==> src/rtl/mux_test_seq.sv <==
// mux_test_seq -- built-in self-test sequencer for the selector datapath
//   z = (a & ~b) | (b & c)
// Sweeps all eight {a,b,c} combinations, waits SETTLE cycles after each one,
// then compares the returned z_in against the expected selector output
// (b ? c : a) and counts mismatches.
//
// Parameters:
//   SETTLE      wait cycles between applying a vector and sampling z_in (1..15)
//
// Ports:
//   clk         system clock, all state changes on the rising edge
//   reset       synchronous active-high reset
//   start       begins an 8-vector sweep (accepted only in IDLE)
//   abort       terminates a sweep in progress (wins over start in IDLE)
//   z_in        datapath output under test
//   a_out/b_out/c_out  registered stimulus to the datapath
//   busy        high while a sweep is running (APPLY/WAIT/CHECK)
//   done        one-cycle pulse at sweep completion
//   pass        last completed sweep had zero mismatches
//   err_cnt     mismatch count of current or last sweep (saturates at 8)
//   vec_idx     index of the vector currently applied
//
// Optional feature (macro MUX_TEST_FIRST_FAIL_EN):
//   fail_vec    index of the first mismatching vector of the sweep
//   fail_valid  fail_vec holds a captured index

module mux_test_seq #(
    parameter int unsigned SETTLE = 2
) (
    input  logic       clk,
    input  logic       reset,
    input  logic       start,
    input  logic       abort,
    input  logic       z_in,
    output logic       a_out,
    output logic       b_out,
    output logic       c_out,
    output logic       busy,
    output logic       done,
    output logic       pass,
    output logic [3:0] err_cnt,
`ifdef MUX_TEST_FIRST_FAIL_EN
    output logic [2:0] fail_vec,
    output logic       fail_valid,
`endif
    output logic [2:0] vec_idx
);

    typedef enum logic [2:0] {
        ST_IDLE,
        ST_APPLY,
        ST_WAIT,
        ST_CHECK,
        ST_DONE
    } state_t;

    state_t     state;
    logic [3:0] settle_cnt;
    logic       expected;
    logic       mismatch;

    always_comb begin
        expected = b_out ? c_out : a_out;
        mismatch = (z_in != expected);
    end

    always_ff @(posedge clk) begin
        if (reset) begin
            state      <= ST_IDLE;
            settle_cnt <= '0;
            a_out      <= 1'b0;
            b_out      <= 1'b0;
            c_out      <= 1'b0;
            busy       <= 1'b0;
            done       <= 1'b0;
            pass       <= 1'b0;
            err_cnt    <= '0;
            vec_idx    <= '0;
`ifdef MUX_TEST_FIRST_FAIL_EN
            fail_vec   <= '0;
            fail_valid <= 1'b0;
`endif
        end else begin
            case (state)
                ST_IDLE: begin
                    done <= 1'b0;
                    if (start && !abort) begin
                        state   <= ST_APPLY;
                        busy    <= 1'b1;
                        vec_idx <= '0;
                        err_cnt <= '0;
                        pass    <= 1'b0;
`ifdef MUX_TEST_FIRST_FAIL_EN
                        fail_vec   <= '0;
                        fail_valid <= 1'b0;
`endif
                    end
                end

                ST_APPLY: begin
                    if (abort) begin
                        state <= ST_IDLE;
                        busy  <= 1'b0;
                        pass  <= 1'b0;
                        a_out <= 1'b0;
                        b_out <= 1'b0;
                        c_out <= 1'b0;
                    end else begin
                        {a_out, b_out, c_out} <= vec_idx;
                        settle_cnt <= 4'(SETTLE - 1);
                        state      <= ST_WAIT;
                    end
                end

                ST_WAIT: begin
                    if (abort) begin
                        state <= ST_IDLE;
                        busy  <= 1'b0;
                        pass  <= 1'b0;
                        a_out <= 1'b0;
                        b_out <= 1'b0;
                        c_out <= 1'b0;
                    end else if (settle_cnt == '0) begin
                        state <= ST_CHECK;
                    end else begin
                        settle_cnt <= settle_cnt - 4'd1;
                    end
                end

                ST_CHECK: begin
                    if (abort) begin
                        state <= ST_IDLE;
                        busy  <= 1'b0;
                        pass  <= 1'b0;
                        a_out <= 1'b0;
                        b_out <= 1'b0;
                        c_out <= 1'b0;
                    end else begin
                        if (mismatch) begin
                            if (err_cnt != 4'd8)
                                err_cnt <= err_cnt + 4'd1;
`ifdef MUX_TEST_FIRST_FAIL_EN
                            if (!fail_valid) begin
                                fail_vec   <= vec_idx;
                                fail_valid <= 1'b1;
                            end
`endif
                        end
                        if (vec_idx == 3'd7) begin
                            state <= ST_DONE;
                            busy  <= 1'b0;
                            done  <= 1'b1;
                        end else begin
                            vec_idx <= vec_idx + 3'd1;
                            state   <= ST_APPLY;
                        end
                    end
                end

                ST_DONE: begin
                    // err_cnt is final here, so pass is resolved one cycle after done.
                    done  <= 1'b0;
                    pass  <= (err_cnt == '0);
                    a_out <= 1'b0;
                    b_out <= 1'b0;
                    c_out <= 1'b0;
                    state <= ST_IDLE;
                end

                default: begin
                    state <= ST_IDLE;
                    busy  <= 1'b0;
                    done  <= 1'b0;
                end
            endcase
        end
    end

endmodule

==> config.mk <==
export PLATFORM = sky130hd
export DESIGN_NAME = mux_test_seq
export DESIGN_NICKNAME = d
export VERILOG_FILES = /design/src/rtl/mux_test_seq.sv
export SDC_FILE = /design/constraint.sdc
export NUM_CORES = 1
export LEC_CHECK = 0
export ABC_AREA = 1
export CELL_PAD_IN_SITES_DETAIL_PLACEMENT = 1
export CELL_PAD_IN_SITES_GLOBAL_PLACEMENT = 2
export CORE_AREA = 2 2 68 70
export CTS_CLUSTER_SIZE = 16
export DETAILED_ROUTE_END_ITERATION = 10
export DIE_AREA = 0 0 70 72
export GPL_TIMING_DRIVEN = 1
export PLACE_DENSITY = 0.86
export SLEW_MARGIN = 20
export SYNTH_ARGS = -nofsm -noshare
export SYNTH_HDL_FRONTEND = slang
export SYNTH_SLANG_ARGS = --single-unit
==> constraint.sdc <==
create_clock -name clk -period 1.5 [get_ports clk]
set_clock_uncertainty 0.05 [all_clocks]
set_input_delay 0.3 -clock clk [delete_from_list [all_inputs] [get_ports clk]]
set_output_delay 0.3 -clock clk [all_outputs]
set_load 0.01 [all_outputs]
After elaboration in Yosys (flattened, before gate mapping)
Cells that the tools add are included.
{"block": "word_totals", "output_inout_bits": 13, "register_bits": 20, "mem_bits_rw": 0, "latchBits": 0, "mem_bits_ro": 0, "wordCells": 93, "n_memories": 0, "input_bits": 5}
{"block": "classes", "mux": 37, "bitwise_logic": 2, "n_addsub": 3, "n_eq_ne": 21, "div_mod_pow": 0, "n_mul": 0, "n_shift": 0, "n_lt_le_gt_ge": 0, "reduce_logical": 20}
{"op": "4-bit 2-to-1 mux", "n": 7}
{"op": "3-bit 2-to-1 mux", "n": 8}
{"op": "2-bit inequality test, second input constant", "n": 9}
{"op": "4-bit case mux with 2 select lines", "n": 2}
{"op": "1-bit case mux with 3 select lines", "n": 4}
{"op": "3-bit case mux with 4 select lines", "n": 1}
{"op": "4-bit AND reduction", "n": 3}
{"op": "1-bit 2-to-1 mux", "n": 11}
{"op": "4-bit zero test", "n": 2}
{"op": "3-bit by 2-bit equality test with 1-bit output, second input constant", "n": 2}
{"op": "3-bit equality test, second input constant", "n": 2}
{"op": "2-bit by 1-bit inequality test with 1-bit output, second input constant", "n": 3}
{"op": "3-bit inequality test, second input constant", "n": 2}
{"op": "3-bit case mux with 2 select lines", "n": 1}
{"op": "3-bit AND reduction", "n": 2}
{"op": "3-bit nonzero test", "n": 2}
{"op": "5-bit AND reduction", "n": 1}
{"op": "4-bit by 1-bit adder with 4-bit output, second input constant", "n": 1}
{"op": "4-bit inequality test, second input constant", "n": 1}
{"op": "1-bit case mux with 4 select lines", "n": 1}
{"op": "2-bit AND reduction", "n": 2}
{"op": "2-bit nonzero test", "n": 2}
{"op": "2-bit OR reduction", "n": 2}
{"op": "4-bit by 1-bit subtractor with 4-bit output, second input constant", "n": 1}
{"op": "10 further kinds", "n": 11}

Longest topological paths before layout
{"block": "depth", "word_depth": 5, "mapped_depth": 9}

Worst setup path after synthesis
OpenSTA, ideal clock, no wires.
{"block": "synth_path", "path_kind": "reg-to-reg", "from": "register vec_idx[0]", "to": "register vec_idx[0]", "t_arrival_ps": 1200, "path_stages_with_launch": 9, "path_slack_ps": 137, "setup_ps": 113, "t_required_ps": 1337, "path_cell_list": "dfxtp_1 -> ha_1 -> ha_1 -> inv_1 -> a21oi_1 -> nor2_2 -> nand2_1 -> nand2_1 -> nor2_1"}
{"block": "synth_between", "elab_chain_len": 4}
{"item": "start: declaration", "line_no": "46", "source": "output logic [2:0] vec_idx"}
{"item": "start signal: assignment", "line_no": "154", "source": "vec_idx <= vec_idx + 3'd1;"}
{"item": "3-bit by 1-bit adder with 3-bit output", "line_no": "154"}
{"item": "3-bit 2-to-1 mux", "line_no": "149", "source": "if (vec_idx == 3'd7) begin"}
{"item": "3-bit 2-to-1 mux", "line_no": "131", "source": "if (abort) begin"}
{"item": "3-bit case mux with 2 select lines", "line_no": "84", "source": "case (state)"}
Several ways; a longest one is shown, not always the timed one. The select of a mux whose other input is x is not followed.
A chain may end at the register's enable or synchronous reset.

Worst setup path in the final report
{"block": "layout_path", "from": "register vec_idx[0]", "to": "register vec_idx[1]"}
Same word-level chain as after synthesis.

==> metrics.md <==
| Metric | Value |
|---|---|
| Initial antenna violation count | 0 |
| Reg2Reg Depth | 8 |
| Commonest non-fill, non-tap cell in the layout | nor2_1 |
| Die width | 70 um |
| Post-Layout Cell Count | 265 |
| Place WS | -0.243 ns |
| Period utilisation layout | 92.4% |
| Crit end category | register |
| Proportion of layout cells with a drive suffix above 1 | 25.8% |
| Clk buf depth | 2 |
| Ys Warns | 0 |
| CTS sink count | 20 |
| Die area | 0.00504 mm^2 |
| Largest net degree at the start of global routing | 11 |
| Synthesis-to-finish area growth | 35.1% |
| Clock-pin slew on the worst setup and hold paths | 0.07 ns |
| Hold-fix buffer count after cts | 0 |
| Critical Path AT | 1.50 ns |
| Placed cell count | 259 |
| Final worst setup slack | 0.114 ns |
| Slew Limit Fails | 0 |
| Max-Cap Viols | 0 |
| Most common cell on crit path | nand2_1 |
| Cell Chain, Critical Path | ha_1 -> ha_2 -> inv_2 -> a21oi_2 -> nor2_4 -> nand2_1 -> nand2_1 -> nor2_1 |
| Io pins | 18 |
| # diodes | 0 |
| Layout fillers | 550 |
| Slowest stage cell on the critical path | dfxtp_2 |
| Hold Crit Class | input port to register |
| Vias in the first global route | 1279 |
| Placed Instance Area | 0.00152 mm^2 |
| Most frequent cells in the layout | nor2_1 (35), nand2_1 (34), inv_1 (19) |
| Worst path bufs/invs | 1 |
| Leakage | 0.000806 uW |
| First drt pass iteration count | 4 |
| Die Ht | 72 um |
| Startpoint types | register |
| DRC | 0 |
| Pwr dens | 881 mW/mm^2 |
| Setup violations, final | 0 |
| Sequential element share of the synthesized area | 33.2% |
| Grt ovf | 0 |
| Worst Hold Path EP | c_out |
| Launching point of the worst reg2reg path | vec_idx[0] |
| Synth cell types | 25 |
| CP max stage delay | 0.32 ns |
| Root Buffer | clkbuf_8 |
| Gpl congestion | 0.763 |
| Top fanout value on the critical path | 6 |
| Port Buffers | 17 |
| # rows | 24 |
| Peak supply drop | 0.345 mV |
| Worst r2r dst | vec_idx[1] |
| Antenna Nets Post-Route | 0 |
| CTS Buf Count | 3 |
| Worst hold path startpoint | abort |
| Routed Wire Length | 3.24 mm |
| Crit path time final | 1.39 ns |
| CTS tree | done |
| First-iteration detailed-routing DRC count | 41 |
| Initial Util | 28.3% |
| Vias | 1197 |
| Worst Tran Pin Value | 0.321 ns |
| Finished Cell Area | 0.00163 mm^2 |
| Peak Freq | 722 MHz |
| Syn Inst Count | 178 |
| WP data required | 1.61 ns |
| RSZ-0062 raised after global routing | no |
| Routed vias/inst | 4.52 |
| Hold Vio Cnt, Final | 0 |
| Avg Cell Area, Syn | 6.77 um^2 |
| Min-Delay Path Depth | 4 |
| Crit Path Category | register to register |
| Synth Cell Area | 0.00120 mm^2 |
| Rel. slew slack | 78.4% |
| Detailed placement HPWL | 2.53 mm |
| Delay-heaviest family, CP | adder cells |
| Reg2reg setup slack | 0.11 ns |
| First-pass GRT wire length | 5.71 mm |
| All-Layer GR Usage | 14.1% |
| Core area | 0.00426 mm^2 |
| Status | completed |
| FF+latch count, synth | 20 |
| Detailed-route wire length per cell | 12.2 um |
| CTS H-tree lvls | 1 |
| Setup crit start | vec_idx[0] |
| Syn_nets | 189 |
| Final nets | 226 |
| Worst skew pair latency | 0.26 ns |
-- synthesized netlist by cell type --
library cell / count / area, um^2
nand3_1: 13 / 65.1
dfxtp_1: 20 / 400
or2_2: 1 / 6.26
nor3_1: 3 / 15.0
nor2_2: 2 / 12.5
o22ai_1: 2 / 12.5
nor2_1: 36 / 135
inv_2: 4 / 15.0
nor4_1: 1 / 6.26
o21ai_0: 6 / 30.0
o21ai_2: 1 / 8.76
nand2_4: 2 / 22.5
a31oi_1: 1 / 6.26
inv_1: 20 / 75.1
nand4_2: 1 / 12.5
nand3_2: 3 / 30.0
ha_1: 6 / 75.1
buf_4: 1 / 7.51
a21oi_1: 5 / 25.0
nand2_1: 36 / 135
nand4_1: 5 / 31.3
buf_6: 2 / 22.5
nand2_2: 4 / 25.0
nor2_4: 2 / 22.5
o21a_1: 1 / 7.51
-- layer usage --
metal	routed length, um	global-route usage [%]	part of all wire, %	vias up
met3	68	2.08	2.1	4
met1	1550	17.8	48	546
met2	1590	25.2	49	12
li1	-	-	-	635
met5	0	0	0	-
met4	34	3.85	1.0	0
-- cell type report --
cell class	instances	area [um^2]	area share, %
multi-input cells	131	726	44.6
flip-flops and latches	20	408	25.1
repair buffers	35	295	18.1
inverters	24	92.6	5.69
well taps	52	65.1	4.00
clock buffers	3	41.3	2.54
-- metrics by stage --
| step | setup TNS (ns) | power (uW) | utilization (%) | hold WS [ns] |
|---|---|---|---|---|
| floorplan | 0 | 900 | - | 0.319 |
| global placement | -2.38 | 1080 | 35.7 | 0.432 |
| detailed placement | -2.79 | 1090 | 35.7 | 0.446 |
| CTS | 0 | 1420 | 36.4 | 0.461 |
| global route | 0 | 1550 | 38.2 | 0.429 |
| finish | 0 | 1430 | 38.2 | 0.383 |
-- registers in the layout, summed over array words and instances (netlist names) --
| name | count |
|---|---|
| state | 3 |
| vec_idx | 3 |
| c_out | 1 |
| err_cnt | 4 |
| settle_cnt | 4 |
| a_out | 1 |
| pass | 1 |
| busy | 1 |
| b_out | 1 |
| done | 1 |
-- tightest hold or removal path: stages --
cell,delay (ns)
dlymetal6s2s_1,0.14
nor3_1,0.08
nor2_1,0.09
nor2_1,0.05
-- how the worst max path moves through the flow --
stage                             to  slack (ns)  depth (start not counted)
after detailed placement  vec_idx[1]       -0.24                          9
final                     vec_idx[1]        0.11                          8
after floorplan           vec_idx[0]        0.14                          8
after global routing      err_cnt[2]        0.01                          9
after CTS                       pass       0.005                          1
after global placement    vec_idx[0]       -0.19                          9
-- cells by family after synthesis --
family	synth area share (%)
AOI/OAI and AO/OA	7.48
adders and majority gates	6.23
buffers and inverters	9.97
DFF	33.2
and+or+nand+nor	43.1
-- what timing repair did --
action	CTS	global route
buffers inserted	0	3
endpoints found under the setup margin	12	15
resized for setup	14	18
pin swaps	0	6
-- where the power goes --
part / internal [uW] / total (uW) / switching, uW / leakage [uW]
clock: 179 / 353 / 175 / 0.0000216
sequential: 584 / 634 / 49.7 / 0.000166
combinational: 192 / 446 / 254 / 0.000618
total: 955 / 1430 / 479 / 0.000806
(Power assumes the default switching activity.)
